`src/rtl/downsampler_pkg.sv`:
```
// Sampling constants shared by the downsampler and the upsampler,
// plus the rounding helper used to average a 2x2 pixel block.
package downsampler_pkg;

    localparam int DEF_IN_WIDTH  = 800;
    localparam int DEF_IN_HEIGHT = 600;
    localparam int CNT_W         = 10;
    localparam int PIX_W         = 8;
    localparam int HSUM_W        = 9;
    localparam int TOTAL_W       = 10;

    // Largest block sum is 1020, so adding 2 still fits in TOTAL_W bits.
    function automatic logic [PIX_W-1:0] round_quarter(input logic [TOTAL_W-1:0] total);
        logic [TOTAL_W-1:0] biased;
        biased = total + 10'd2;
        return biased[TOTAL_W-1:2];
    endfunction

endpackage

```
`src/rtl/downsampler_line_buffer.sv`:
```
// Single-port-write, synchronous-read line buffer holding horizontal pair sums
// of the previous even row. Contents are intentionally not reset.
module line_buffer #(
    parameter int DEPTH = 400,
    parameter int WIDTH = 9,
    parameter int AW    = 9
) (
    input  logic             clock,
    input  logic             wr_en,
    input  logic [AW-1:0]    wr_addr,
    input  logic [WIDTH-1:0] wr_data,
    input  logic             rd_en,
    input  logic [AW-1:0]    rd_addr,
    output logic [WIDTH-1:0] rd_data
);

    logic [WIDTH-1:0] mem_q [DEPTH];
    logic [WIDTH-1:0] rd_data_q;

    // Storage write and registered read; read data holds until the next read.
    always_ff @(posedge clock) begin
        if (wr_en) begin
            mem_q[wr_addr] <= wr_data;
        end
        if (rd_en) begin
            rd_data_q <= mem_q[rd_addr];
        end
    end

    assign rd_data = rd_data_q;

endmodule

```
`src/rtl/downsampler.sv`:
```
// 2x2 box-filter downsampler: averages each 2x2 input block (round-half-up)
// and writes one pixel per block into the downstream FIFO.
module downsampler
    import downsampler_pkg::*;
#(
    parameter int IN_WIDTH  = DEF_IN_WIDTH,
    parameter int IN_HEIGHT = DEF_IN_HEIGHT
) (
    input  logic             clock,
    input  logic             reset,
    input  logic             valid,
    input  logic [7:0]       data,
    input  logic             fifo_full,
    output logic             fifo_write,
    output logic [7:0]       dataout,
    output logic [9:0]       current_rowcount,
    output logic [9:0]       current_colcount,
    output logic             overflow,
    output logic             frame_done
);

    localparam int LB_DEPTH = IN_WIDTH / 2;
    localparam int LB_AW    = (LB_DEPTH > 1) ? $clog2(LB_DEPTH) : 1;

    logic [CNT_W-1:0]   col_q, col_d;
    logic [CNT_W-1:0]   row_q, row_d;
    logic [PIX_W-1:0]   held_q, held_d;
    logic               out_valid_q, out_valid_d;
    logic [PIX_W-1:0]   dataout_q, dataout_d;
    logic               overflow_q, overflow_d;
    logic               frame_done_q, frame_done_d;

    logic               col_last_s;
    logic               row_last_s;
    logic [HSUM_W-1:0]  hsum_s;
    logic [TOTAL_W-1:0] total_s;
    logic [LB_AW-1:0]   lb_addr_s;
    logic               lb_wr_en_s;
    logic               lb_rd_en_s;
    logic [HSUM_W-1:0]  lb_rd_data_s;

    // Even rows store pair sums; odd rows fetch them on the even-column pixel.
    line_buffer #(
        .DEPTH (LB_DEPTH),
        .WIDTH (HSUM_W),
        .AW    (LB_AW)
    ) u_line_buffer (
        .clock   (clock),
        .wr_en   (lb_wr_en_s),
        .wr_addr (lb_addr_s),
        .wr_data (hsum_s),
        .rd_en   (lb_rd_en_s),
        .rd_addr (lb_addr_s),
        .rd_data (lb_rd_data_s)
    );

    // Next-state logic for counters, pair holding, output pixel and flags.
    always_comb begin
        col_d        = col_q;
        row_d        = row_q;
        held_d       = held_q;
        col_last_s   = (col_q == CNT_W'(IN_WIDTH - 1));
        row_last_s   = (row_q == CNT_W'(IN_HEIGHT - 1));
        hsum_s       = {1'b0, held_q} + {1'b0, data};
        total_s      = {1'b0, lb_rd_data_s} + {1'b0, hsum_s};
        lb_addr_s    = LB_AW'(col_q >> 1);
        lb_wr_en_s   = valid & ~row_q[0] & col_q[0];
        lb_rd_en_s   = valid & row_q[0] & ~col_q[0];

        if (valid) begin
            if (!col_q[0]) begin
                held_d = data;
            end else begin
                held_d = held_q;
            end
            if (col_last_s) begin
                col_d = '0;
                if (row_last_s) begin
                    row_d = '0;
                end else begin
                    row_d = row_q + 10'd1;
                end
            end else begin
                col_d = col_q + 10'd1;
                row_d = row_q;
            end
        end else begin
            col_d  = col_q;
            row_d  = row_q;
            held_d = held_q;
        end

        out_valid_d = valid & row_q[0] & col_q[0];
        if (out_valid_d) begin
            dataout_d = round_quarter(total_s);
        end else begin
            dataout_d = dataout_q;
        end

        overflow_d   = overflow_q | (out_valid_q & fifo_full);
        frame_done_d = valid & col_last_s & row_last_s;
    end

    // State registers, cleared asynchronously.
    always_ff @(posedge clock or negedge reset) begin
        if (!reset) begin
            col_q        <= '0;
            row_q        <= '0;
            held_q       <= '0;
            out_valid_q  <= 1'b0;
            dataout_q    <= '0;
            overflow_q   <= 1'b0;
            frame_done_q <= 1'b0;
        end else begin
            col_q        <= col_d;
            row_q        <= row_d;
            held_q       <= held_d;
            out_valid_q  <= out_valid_d;
            dataout_q    <= dataout_d;
            overflow_q   <= overflow_d;
            frame_done_q <= frame_done_d;
        end
    end

    assign fifo_write       = out_valid_q & ~fifo_full;
    assign dataout          = dataout_q;
    assign current_rowcount = row_q;
    assign current_colcount = col_q;
    assign overflow         = overflow_q;
    assign frame_done       = frame_done_q;

endmodule

```
`config.mk`:
```
export PLATFORM = sky130hd
export DESIGN_NAME = downsampler
export DESIGN_NICKNAME = d
export VERILOG_FILES = /design/src/rtl/downsampler_pkg.sv /design/src/rtl/downsampler_line_buffer.sv /design/src/rtl/downsampler.sv
export SDC_FILE = /design/constraint.sdc
export NUM_CORES = 2
export LEC_CHECK = 0
export ABC_AREA = 1
export CORE_MARGIN = 2
export CORE_UTILIZATION = 50
export DETAILED_ROUTE_END_ITERATION = 10
export HOLD_SLACK_MARGIN = 0.02
export PLACE_DENSITY = 0.76
export SYNTH_ARGS = -nofsm -noshare
export SYNTH_HDL_FRONTEND = slang
export SYNTH_SLANG_ARGS = --single-unit
```
`constraint.sdc`:
```
create_clock -name clock -period 28.7 [get_ports clock]
set_input_delay 2.87 -clock clock [delete_from_list [all_inputs] [get_ports clock]]
set_output_delay 2.87 -clock clock [all_outputs]
set_load 0.05 [all_outputs]
```
== Word level (Yosys, flattened, before mapping) ==
Memory sizes are Yosys's and may differ from the RTL's. A register that Yosys moved wholly into a read port is not among the register bits.
Cells that the tools add are included.
Word-level totals
  logic and storage cells: 34
  memories kept: 1
  register bits after elaboration: 39
  output and inout bits: 31
  memory bits (writable): 3600
Memories
  u_line_buffer.mem_q: depth 400, width 9, rd ports 1, clocked after memory_dff 1, write ports 1, line downsampler_line_buffer.sv:17  | logic [WIDTH-1:0] mem_q [DEPTH];
Cells by class
  add/subtract/negate cells: 5
  reductions and logical operators: 2
  equal/unequal tests: 2
  bitwise gates (word level): 13
  multiplexer cells: 4
Operator list (number)
  adder 10 x 1 -> 10 bit (second input constant): 2
  == test 10 bit (second input constant): 2
  2-to-1 mux 10 bit: 2
  adder 10 x 2 -> 10 bit (second input constant): 1
  adder 9 x 9 -> 10 bit: 1
  adder 8 x 8 -> 9 bit: 1
  AND 1 bit: 9
  AND reduction 2 bit: 2
  inverter 1 bit: 3
  2-to-1 mux 1 bit: 2
  OR 1 bit: 1

== Logic depth before layout (Yosys ltp) ==
  depth in word-level cells: 5
  gate-level depth with buffers: 19
  mapped depth without buffers: 18

== Hierarchy ==
A second synthesis with hierarchy kept.
Second synthesis, totals
  cell total of the unflattened synthesis: 12456
  area total of the unflattened synthesis: 148590.0 sq um
Modules (own cells, without submodules)
  line_buffer: seq. area each 108373.9 sq um, times used 1, area each 145935.0 sq um, cells an instance 12135
  downsampler: seq. area each 975.9 sq um, times used 1, area each 2655.0 sq um, cells an instance 321

== Worst setup path before layout ==
OpenSTA, ideal clock, no wires.
  path type: input to register
  start: in data[2]
  end: reg dataout_q[7], in the netlist dataout[7]
  buffers on the path: 0
  path slack: 11.942 ns
  stages on the path: 18
  data arrival time: 16.640 ns
  cell sequence: ha_1 > a21oi_1 > nand2_1 > a21oi_1 > o21bai_1 > nand2_1 > nand2_1 > a21oi_1 > xor2_1 > ha_1 > ha_1 > inv_1 > nor3_1 > nand2_1 > o311ai_0 > or2_2 > nand3_1 > nand2_1
Between the ends
  longest elaborated chain between the ends: 3
RTL lines
  from (decl): line downsampler.sv:12  | input logic [7:0] data,
  adder 8 x 8 -> 9 bit: line downsampler.sv:64  | hsum_s = {1'b0, held_q} + {1'b0, data};
  via hsum_s[7]: line downsampler.sv:35  | logic [HSUM_W-1:0] hsum_s;
  adder 9 x 9 -> 10 bit: line downsampler.sv:65  | total_s = {1'b0, lb_rd_data_s} + {1'b0, hsum_s};
  adder 10 x 2 -> 10 bit: line downsampler_pkg.sv:15  | biased = total + 10'd2;
  to (signal assigned): line downsampler.sv:119  | dataout_q <= dataout_d;
  to (decl): line downsampler.sv:29  | logic [PIX_W-1:0] dataout_q, dataout_d;
The timed path passes the listed nets, and every way through them passes these cells.
A chain may end at the register's enable or synchronous reset.

== Worst setup path after layout ==
  start: in data[0]
  end: mem u_line_buffer.mem_q[369][2], data pin
Between the ends
  longest elaborated chain between the ends: 1
RTL lines (line)
  adder 8 x 8 -> 9 bit: downsampler.sv:64
  via hsum_s[2]: downsampler.sv:35
  to (decl): downsampler_line_buffer.sv:17
The timed path passes the listed nets, and every way through them passes these cells.

==> flow_summary_export.csv <==
group,metric,value,unit
worst_setup_path,ff2ff_setup_slack,22.50,ns
clock_network,clock_sinks,3648,
timing,fin_crit_sh,0.261,
placement,dp_hpwl,225000,µm
synthesis,synth_top_cell_area_share,0.722,
hold_path,hold_depth,1,
clock_network,hold_buffers,0,
drt,drcViolationCount,0,
synthesis,yosysMostFrequentCell,"nand2_1",
timing,setup_viol,0,
timing,tightest_slew,1.26,ns
drt,firstDrtPassIters,6,
grt,grt_antenna_before_repair,19,
worst_setup_path,cp_data_arrival_time,8.06,ns
pwr,p_sw,6.49,mW
grt,grt_pass1_vias,96392,
clock_network,ctsLongestPathBuffers,4,
die,die_area,0.305,mm²
drt,wl_per_cell,22.9,µm
synthesis,synth_cell_types,40,
drt,wl,412000,µm
synthesis,synth_nets,13938,
die,start_util,0.502,
synthesis,synth_flop_cell,"edfxtp_1",
clock_network,cts_tree,"built",
synthesis,syn_inst,13899,
worst_setup_path,critPathMostFrequentCell,"buf_4",
die,die_height,552,µm
worst_setup_path,path_cells,"clkdlybuf4s50_1 -> ha_4 -> fa_4 -> xor2_4 -> buf_4 -> buf_4 -> buf_4 -> buf_12 -> buf_4",
clock_network,cts_setup_buffers,0,
grt,grtUsageTotal,0.266,
die,die_w,552,µm
drt,drtAntennaViolNets,0,
timing,hold_violations,0,
synthesis,ys_async_sr_fraction,0.0107,
synthesis,yosys-top-cells-count,"7891 x nand2_1, 3609 x edfxtp_1, 813 x nor2_1, 438 x buf_2",
clock_network,path_clk_slew,0.06,ns
final_layout,seqCellArea,0.109,mm²
timing,slew_viol_final,0,
drt,first_iter_violations,14943,
placement,io_buffers,42,
drt,vias,101791,
final_layout,num-nets-final,13758,
synthesis,synth-seq-cells,3648,
pwr,intPower,10.4,mW
die,fp-row-count,201,
worst_setup_path,rr_endpoint,"u_line_buffer.rd_data[7]",
hold_path,hold-path-endpoint,"overflow",
worst_setup_path,cp_slowest_cell,"buf_4",
grt,grt_max_degree,202,
pwr,peakVddDrop,116,µV
timing,rsz0062_at_grt,"no",
synthesis,synth-edff-count,3609,
timing,setup_tns,0,ns
hold_path,hold_start,"overflow",
final_layout,fillers,23819,
pwr,clock_power_share,0.269,
hold_path,min_path_type,"flip-flop to flip-flop",
clock_network,htreeDepth,5,
synthesis,synth_area_per_cell,10.8,µm²
pwr,leakagePower,63.9,nW
grt,grt_pass1_wl,605000,µm
clock_network,numCtsBuffers,349,
final_layout,fin_area,0.165,mm²
clock_network,clk-insertion-delay-late,0.90,ns
job,max-cap-violations,0,
timing,slew_headroom,0.163,
clock_network,cts-root-buf,"clkbuf_16",
synthesis,netlist_area,0.150,mm²
grt,grt-ovfl-total,0,
worst_setup_path,critPathMaxFanout,172,
status,status,"finished clean",
pwr,p_seq_frac,0.402,
pwr,power,16.9,mW
synthesis,yosys_warnings,0,
placement,place_ws,20.44,ns
worst_setup_path,start_kind,"input port",
synthesis,synthTopCellsByArea,"edfxtp_1 72%, nand2_1 20%, nor2_1 2.0%",
clock_network,cts-resized-gates,0,
final_layout,multiInputGateArea,0.0374,mm²
pwr,p_per_area,103,mW/mm²
worst_setup_path,r2r_cells,15,
synthesis,seq_area_frac_synth,0.728,
drt,routed_via_density,5.67,
placement,finalWeightedCongestion,0.923,
pwr,p_comb_frac,0.330,
die,core,0.299,mm²
final_layout,utilization,0.551,
timing,timing.fmax,133,MHz
timing,fin_ws,21.21,ns
final_layout,layout-drive-gt1-share,0.0501,
worst_setup_path,r2r_start,"current_colcount[1]",
timing,fin_crit,7.49,ns
worst_setup_path,slowest_delay,0.75,ns
placement,place_area,0.154,mm²
die,ios,43,
timing,fin_worst_skew,0.0429,ns
worst_setup_path,worst_setup_path_end_kind,"flip-flop",
pwr,sw_frac_of_total,0.383,
worst_setup_path,worstPathRequired,29.26,ns
synthesis,yosysTopAreaCell,"edfxtp_1",
worst_setup_path,path_class,"input port to flip-flop",
final_layout,area_delta_synth_final,9.84,%
-- metrics by stage --
stage / cells / hold slack, ns
3_3_place_gp: 17326 / 0.449
5_1_grt: 17952 / 0.480
3_5_place_dp: 17326 / 0.448
6_report: 17956 / 0.465
4_1_cts: 17952 / 0.461
2_1_floorplan: 13899 / 0.454
-- per-layer routing --
layer / track usage / routed length (µm)
met3: 0.0604 / 52600
met5: 0 / 220
met1: 0.356 / 151000
met4: 0.129 / 21400
met2: 0.413 / 187000
-- critical path, delay by kind of cell --
family / cells / cell delay [ns]
XOR/XNOR: 1 / 0.19
adder cells (fa/ha/maj): 2 / 0.67
buffers and inverters: 6 / 4.07
-- state kept, by name, indices dropped and copies added (netlist names) --
| name | flops |
|---|---|
| current_colcount | 10 |
| dataout | 8 |
| out_valid_q | 1 |
| current_rowcount | 10 |
| u_line_buffer.rd_data | 9 |
| held_q | 8 |
| frame_done | 1 |
| overflow | 1 |
| u_line_buffer.mem_q | 3600 |
-- cells in the final DEF (no fill, tap or decap), types with 6 or more instances in the layout --
cell             synthesis  routed
clkdlybuf4s50_1          0      41
dfrtp_1                 39      37
xor2_1                   8       6
nand2_1               7891    7873
bufinv_16                0      32
nor2_1                 813     807
nor2_4                   3       9
ha_1                    25      24
clkbuf_16                0     361
inv_6                    0       8
nand4_1                126     126
nand3_1                220     220
nor3_1                   7       7
clkbuf_1               220      71
clkinv_2                 0      68
a21oi_1                 93      93
inv_2                    5       6
o21ai_0                111     111
buf_4                    7     127
o21ai_1                 65      65
clkinvlp_4               0      13
nand2_4                  1      17
edfxtp_1              3609    3609
buf_12                   0      17
clkinv_1                 3      67
inv_8                    0       8
inv_1                   67      61
a22oi_1                 56      56
mux2_2                   8       8
-- cell families after synthesis --
kind of cell / Yosys count / synth area share
XOR/XNOR: 13 / 0.000759
buffers and inverters: 792 / 0.0239
adder cells (fa/ha/maj): 27 / 0.00235
flip-flops: 3648 / 0.728
AO/OA/AOI/OAI: 336 / 0.0123
multiplexers: 8 / 0.000600
AND/OR/NAND/NOR: 9075 / 0.232
-- area by class of cell --
cell class                      instances  share of cell area
Timing Repair Buffer                  186              0.0104
Sequential cell                      3648               0.663
Clock buffer                          433              0.0565
Multi-Input combinational cell       9459               0.227
Antenna cell                            4           0.0000607
Inverter                               75             0.00207
Clock inverter                        193              0.0109
Tap cell                             3958              0.0300
-- power by group through the flow --
stage / registers, mW / clock network (mW) / logic (mW)
6_report: 6.81 / 4.55 / 5.58
5_1_grt: 6.80 / 4.75 / 5.96
4_1_cts: 6.80 / 4.55 / 5.44
3_5_place_dp: 6.92 / 0 / 5.40
3_3_place_gp: 6.91 / 0 / 5.33
2_1_floorplan: 7.32 / 0 / 3.18
-- worst max path at each step --
| stage | cells past startpoint | start | to |
|---|---|---|---|
| after CTS | 9 | data[0] | u_line_buffer.mem_q[369][2] |
| after floorplan | 18 | data[2] | dataout[7] |
| after global routing | 9 | data[0] | u_line_buffer.mem_q[382][2] |
| after detailed placement | 9 | data[0] | u_line_buffer.mem_q[369][2] |
| final | 9 | data[0] | u_line_buffer.mem_q[369][2] |
| after global placement | 9 | data[0] | u_line_buffer.mem_q[368][2] |
Note: power is estimated with default switching activity, not from simulation.
